### src/rtl/naive_mips_periph_pkg.sv
// Shared register map constants for the naive_mips peripheral bus slaves.
// Byte offsets, CTRL bit positions and STATUS bit positions live here.
package naive_mips_periph_pkg;

    localparam logic [3:0] OFF_CTRL    = 4'h0;
    localparam logic [3:0] OFF_COUNT   = 4'h4;
    localparam logic [3:0] OFF_COMPARE = 4'h8;
    localparam logic [3:0] OFF_STATUS  = 4'hC;

    localparam int CTRL_EN_BIT          = 0;
    localparam int CTRL_AUTO_RELOAD_BIT = 1;
    localparam int CTRL_IRQ_EN_BIT      = 2;
    localparam int CTRL_DIV_LSB         = 8;
    localparam int CTRL_DIV_MSB         = 23;

    localparam int STATUS_MATCH_BIT = 0;

    // Word-aligns a byte address so it can be compared against the offsets.
    function automatic logic [3:0] word_offset(input logic [3:0] addr);
        return {addr[3:2], 2'b00};
    endfunction

endpackage

### src/rtl/timer_prescaler.sv
// Divide-by-(div+1) tick generator for bus_timer; counter holds at 0 while
// disabled or cleared, so the first tick comes div+1 cycles after enabling.
module timer_prescaler (
    input  logic        clk_bus,
    input  logic        rst_n,
    input  logic        en,
    input  logic        clr,
    input  logic [15:0] div,
    output logic        tick
);

    logic [15:0] cnt;

    assign tick = en && (cnt == div);

    always_ff @(posedge clk_bus or negedge rst_n) begin
        if (!rst_n) begin
            cnt <= '0;
        end else if (clr || !en || (cnt == div)) begin
            cnt <= '0;
        end else begin
            cnt <= cnt + 16'd1;
        end
    end

endmodule

### src/rtl/bus_timer.sv
// Memory-mapped compare/match timer with level interrupt.
// Optional prescaler in CTRL[23:8] enabled by defining BUS_TIMER_PRESCALER_EN.
module bus_timer
    import naive_mips_periph_pkg::*;
#(
    parameter logic [31:0] CMP_RESET = 32'hFFFF_FFFF
) (
    input  logic        clk_bus,
    input  logic        rst_n,
    input  logic [3:0]  bus_address,
    input  logic [31:0] bus_data_i,
    input  logic        bus_read,
    input  logic        bus_write,
    output logic [31:0] bus_data_o,
    output logic        irq
);

    // Bus access: bus_read/bus_write are single-cycle strobes with no ready;
    // a write commits at the next clk_bus edge, read data is combinational.
    logic        ctrl_en;
    logic        ctrl_auto_reload;
    logic        ctrl_irq_en;
    logic [15:0] ctrl_div;
    logic [31:0] count;
    logic [31:0] compare;
    logic        match;
    logic        tick;

    logic [3:0] offset;
    logic       wr_ctrl;
    logic       wr_count;
    logic       wr_compare;
    logic       wr_status;
    logic       count_hit;
    logic       match_set;

    assign offset     = word_offset(bus_address);
    assign wr_ctrl    = bus_write && (offset == OFF_CTRL);
    assign wr_count   = bus_write && (offset == OFF_COUNT);
    assign wr_compare = bus_write && (offset == OFF_COMPARE);
    assign wr_status  = bus_write && (offset == OFF_STATUS);

    assign count_hit = (count == compare);
    // A COUNT write discards the tick, including any match it would have raised.
    assign match_set = tick && !wr_count && count_hit;

`ifdef BUS_TIMER_PRESCALER_EN
    always_ff @(posedge clk_bus or negedge rst_n) begin
        if (!rst_n) begin
            ctrl_div <= '0;
        end else if (wr_ctrl) begin
            ctrl_div <= bus_data_i[CTRL_DIV_MSB:CTRL_DIV_LSB];
        end
    end

    timer_prescaler u_prescaler (
        .clk_bus (clk_bus),
        .rst_n   (rst_n),
        .en      (ctrl_en),
        .clr     (wr_ctrl),
        .div     (ctrl_div),
        .tick    (tick)
    );
`else
    assign ctrl_div = '0;
    assign tick     = ctrl_en;

    logic unused_div;
    assign unused_div = ^bus_data_i[CTRL_DIV_MSB:CTRL_DIV_LSB];
`endif

    always_ff @(posedge clk_bus or negedge rst_n) begin
        if (!rst_n) begin
            ctrl_en          <= 1'b0;
            ctrl_auto_reload <= 1'b0;
            ctrl_irq_en      <= 1'b0;
            count            <= '0;
            compare          <= CMP_RESET;
            match            <= 1'b0;
        end else begin
            if (wr_ctrl) begin
                ctrl_en          <= bus_data_i[CTRL_EN_BIT];
                ctrl_auto_reload <= bus_data_i[CTRL_AUTO_RELOAD_BIT];
                ctrl_irq_en      <= bus_data_i[CTRL_IRQ_EN_BIT];
            end
            if (wr_compare) begin
                compare <= bus_data_i;
            end
            if (wr_count) begin
                count <= bus_data_i;
            end else if (tick) begin
                count <= (count_hit && ctrl_auto_reload) ? 32'd0 : count + 32'd1;
            end
            if (match_set) begin
                match <= 1'b1;
            end else if (wr_status && bus_data_i[STATUS_MATCH_BIT]) begin
                match <= 1'b0;
            end
        end
    end

    always_comb begin
        bus_data_o = '0;
        case (offset)
            OFF_CTRL: begin
                bus_data_o[CTRL_EN_BIT]                = ctrl_en;
                bus_data_o[CTRL_AUTO_RELOAD_BIT]       = ctrl_auto_reload;
                bus_data_o[CTRL_IRQ_EN_BIT]            = ctrl_irq_en;
                bus_data_o[CTRL_DIV_MSB:CTRL_DIV_LSB]  = ctrl_div;
            end
            OFF_COUNT:   bus_data_o = count;
            OFF_COMPARE: bus_data_o = compare;
            OFF_STATUS:  bus_data_o[STATUS_MATCH_BIT] = match;
            default:     bus_data_o = '0;
        endcase
    end

    assign irq = match && ctrl_irq_en;

    logic unused_bus;
    assign unused_bus = ^{bus_read, bus_data_i[31:24], bus_data_i[7:3]};

endmodule

### config.mk
export PLATFORM = sky130hd
export DESIGN_NAME = bus_timer
export DESIGN_NICKNAME = d
export VERILOG_FILES = /design/src/rtl/naive_mips_periph_pkg.sv /design/src/rtl/timer_prescaler.sv /design/src/rtl/bus_timer.sv
export SDC_FILE = /design/constraint.sdc
export NUM_CORES = 1
export LEC_CHECK = 0
export ABC_AREA = 0
export BUFFER_PORTS_ARGS = -buffer_cell sky130_fd_sc_hd__clkbuf_2
export CAP_MARGIN = 20
export CORE_MARGIN = 2
export CORE_UTILIZATION = 64
export CTS_BUF_LIST = sky130_fd_sc_hd__clkbuf_4
export DETAILED_ROUTE_END_ITERATION = 10
export GPL_TIMING_DRIVEN = 0
export PLACE_DENSITY = 0.89
export SETUP_SLACK_MARGIN = 0.1
export SLEW_MARGIN = 15
export SYNTH_ARGS = -nofsm -noshare
export SYNTH_HDL_FRONTEND = slang
export SYNTH_SLANG_ARGS = --single-unit
### constraint.sdc
create_clock -name clk_bus -period 5.1 [get_ports clk_bus]
set_input_delay 0.51 -clock clk_bus [delete_from_list [all_inputs] [get_ports clk_bus]]
set_output_delay 0.51 -clock clk_bus [all_outputs]
set_load 0.05 [all_outputs]
==> impl_metrics.toml <==
[status]
status = "completed"

[global_route]
grt_usage_pct = 33.4
globalRoute.busiestLayer = "met2"
antenna_found_initial = 0
met3_usage_pct = 6.62
grt_use_met1_pct = 45.5
grt_pass1_wl_um = 19800
gr-usage-met2_pct = 54.0
grt_pass1_vias = 3839
grt_max_degree = 37
grt.overflow.total = 0

[logic_synthesis]
synthCells = 451
synth_cell_type_count = 48
ys_ff_latch = 68
yosysSeqAreaShare_pct = 38.0
syn-mean-instance-area_sq_um = 10.2
ys.flop_type = "dfrtp_1"
synth_warnings = 0
synthArstFlopShare_pct = 100
synth_area_sq_um = 4590
synthesis.nets = 497
synth-edff-count = 0

[sta]
finClkSkew_ps = 20.7
setup-tns-final_ps = 0
final-setup-viol-count = 0
hold_viol_final = 0
post-route-period-util_pct = 58.0
slew_viol_final = 0
worstMarginPinSlew_ps = 728
slew_headroom_pct = 51.4
fin_crit_ps = 2960
clock.fmax_ghz = 0.338
rsz0062_at_grt = "no"

[worst_setup_path]
crit_chain = "clkbuf_2, inv_1, ha_1, clkbuf_1, clkbuf_1, a22oi_1, nor2b_1, clkbuf_2"
critPathKind = "input pin to output pin"
cp-start-kind = "input pin"
crit_path_max_fanout = 10
critPathRequiredTime_ps = 4590
critPathCaptureType = "output pin"
arrival_ps = 2450
worst_path_largest_cell_delay_ps = 560
cp_slowest_cell = "clkbuf_1"

[floorplanning]
num_io_pins = 73
rows = 30
fp.coreArea_sq_um = 6870
fp.dieW_um = 88.7
die_height_um = 88.7
die_area_sq_um = 7860
start_util_pct = 66.8

[cts]
cts.repair.resized = 0
htreeDepth = 3
cts_root_buf = "clkbuf_4"
cts_tree = "built"
path_clk_slew_ps = 110
numCtsBuffers = 9
insertion_delay_ps = 410
cts_sinks = 68
cts_setup_buffers = 0
clock_path_buffers = 2
postCtsHoldBufs = 0

[cells_and_area]
drive_gt1_share_pct = 37.2
diodes = 0
final_cell_mix = "clkbuf_2, xor2_1, nor2_1, dfrtp_1, mux2_2"
nets = 578
num-fill-cells = 524
final_common_cell = "clkbuf_2"
area_growth_pct = 13.6

[power]
power_uw = 1800
power_density_nw_per_um2 = 345
leakage_uw = 0.00214
peakVddDrop_v = 0.000189

[drt]
wl_um = 12600
num_vias = 4027
first_iter_violations = 396
firstDrtPassIters = 5
ant_nets = 0
drc = 0
wl_per_cell_um = 19.8
via_per_inst = 6.36

[worst_hold_path]
hp-class = "input pin to async pin"

[placement]
io_buffers = 69
gp_congestion = 0.980
dp_hpwl_um = 9010

[run]
cap_violations = 0
## power breakdown
part | internal (uW) | switching, uW | leakage (uW) | total (uW)
Sequential | 680 | 125 | 0.000749 | 805
Combinational | 257 | 376 | 0.00131 | 633
Clock | 170 | 192 | 0.0000794 | 362
Total | 1110 | 693 | 0.00214 | 1800
## cells by family (layout without fill, tap and decap cells)
kind of cell	after synthesis	in the layout	synth area share [%]
mux	35	35	8.59
flops	68	68	38.0
simple gates	170	170	22.7
fa+ha+maj	6	6	1.64
xor+xnor	54	54	10.3
buf+inv	46	132	5.62
compound gates	72	72	13.1
## worst max-delay path: cells and delay by family
family	cells	cell delay [ps]
buf+inv	5	1400
compound gates	1	220
simple gates	1	180
fa+ha+maj	1	140
## stage by stage
stage               area [sq um]  hold slack (ps)  cells  worst slack (ps)  utilization [%]
floorplan                   4590              214    451              2580                -
global placement            5050              510    616              2250             73.6
detailed placement          5080              508    617              2180             73.9
CTS                         5210             70.6    633              2180             75.9
global route                5210             75.2    633              2090             75.9
finish                      5210             71.1    633              2140             75.9
## layout make-up
class	instances	area, sq um	area share (%)
Multi-Input combinational cell	337	2590	49.7
Sequential cell	68	1740	33.4
Timing Repair Buffer	70	368	7.06
Buffer	37	224	4.30
Tap cell	96	120	2.30
Clock buffer	13	97.6	1.87
Clock inverter	3	38.8	0.744
Inverter	9	33.8	0.648
## path summary, 6_finish.rpt
check,startpoint,endpoint,slack [ps],depth (start not counted)
max in group asynchronous,rst_n,compare[31],4390,2
worst min-delay path,rst_n,ctrl_irq_en,70,1
min in group clk_bus,bus_data_i[12],count[12],340,3
worst min register to register,match,match,550,2
worst max-delay path,bus_address[3],bus_data_o[31],2140,8
worst max register to register,count[2],count[15],2600,6
## flip-flops by register name (all words and copies together), names as in the netlist
signal	count
compare	32
count	32
ctrl_auto_reload	1
ctrl_en	1
ctrl_irq_en	1
match	1
## cell usage after synthesis (all sizes together) (2+ instances only)
cell type  instances  area, sq um
mux2              35          394
nor2              36          135
xnor2             16          140
and4               5         47.6
o31ai              3         22.5
ha                 6         75.1
nor4              20          219
dfrtp             36          901
nand2             19         71.3
nor2b             29          181
clkbuf            18         67.6
a211oi            21          218
and2               6         41.3
inv                9         33.8
nand4             14          109
dfstp             32          841
and3               6         40.0
a22oi             31          233
xor2              38          333
nand3             14         82.6
or3                3         18.8
buf               18          148
o311ai             6         52.6
a21oi              4         20.0
a222oi             2         20.0
nor3              16         85.1
## layer usage
| metal | wire length (um) | share of wire [%] |
|---|---|---|
| met5 | 0 | 0 |
| met1 | 5230 | 42 |
| met2 | 6040 | 48 |
| met4 | 287 | 2.3 |
| met3 | 1000 | 8.0 |
Power figures use the tool's default switching activity.
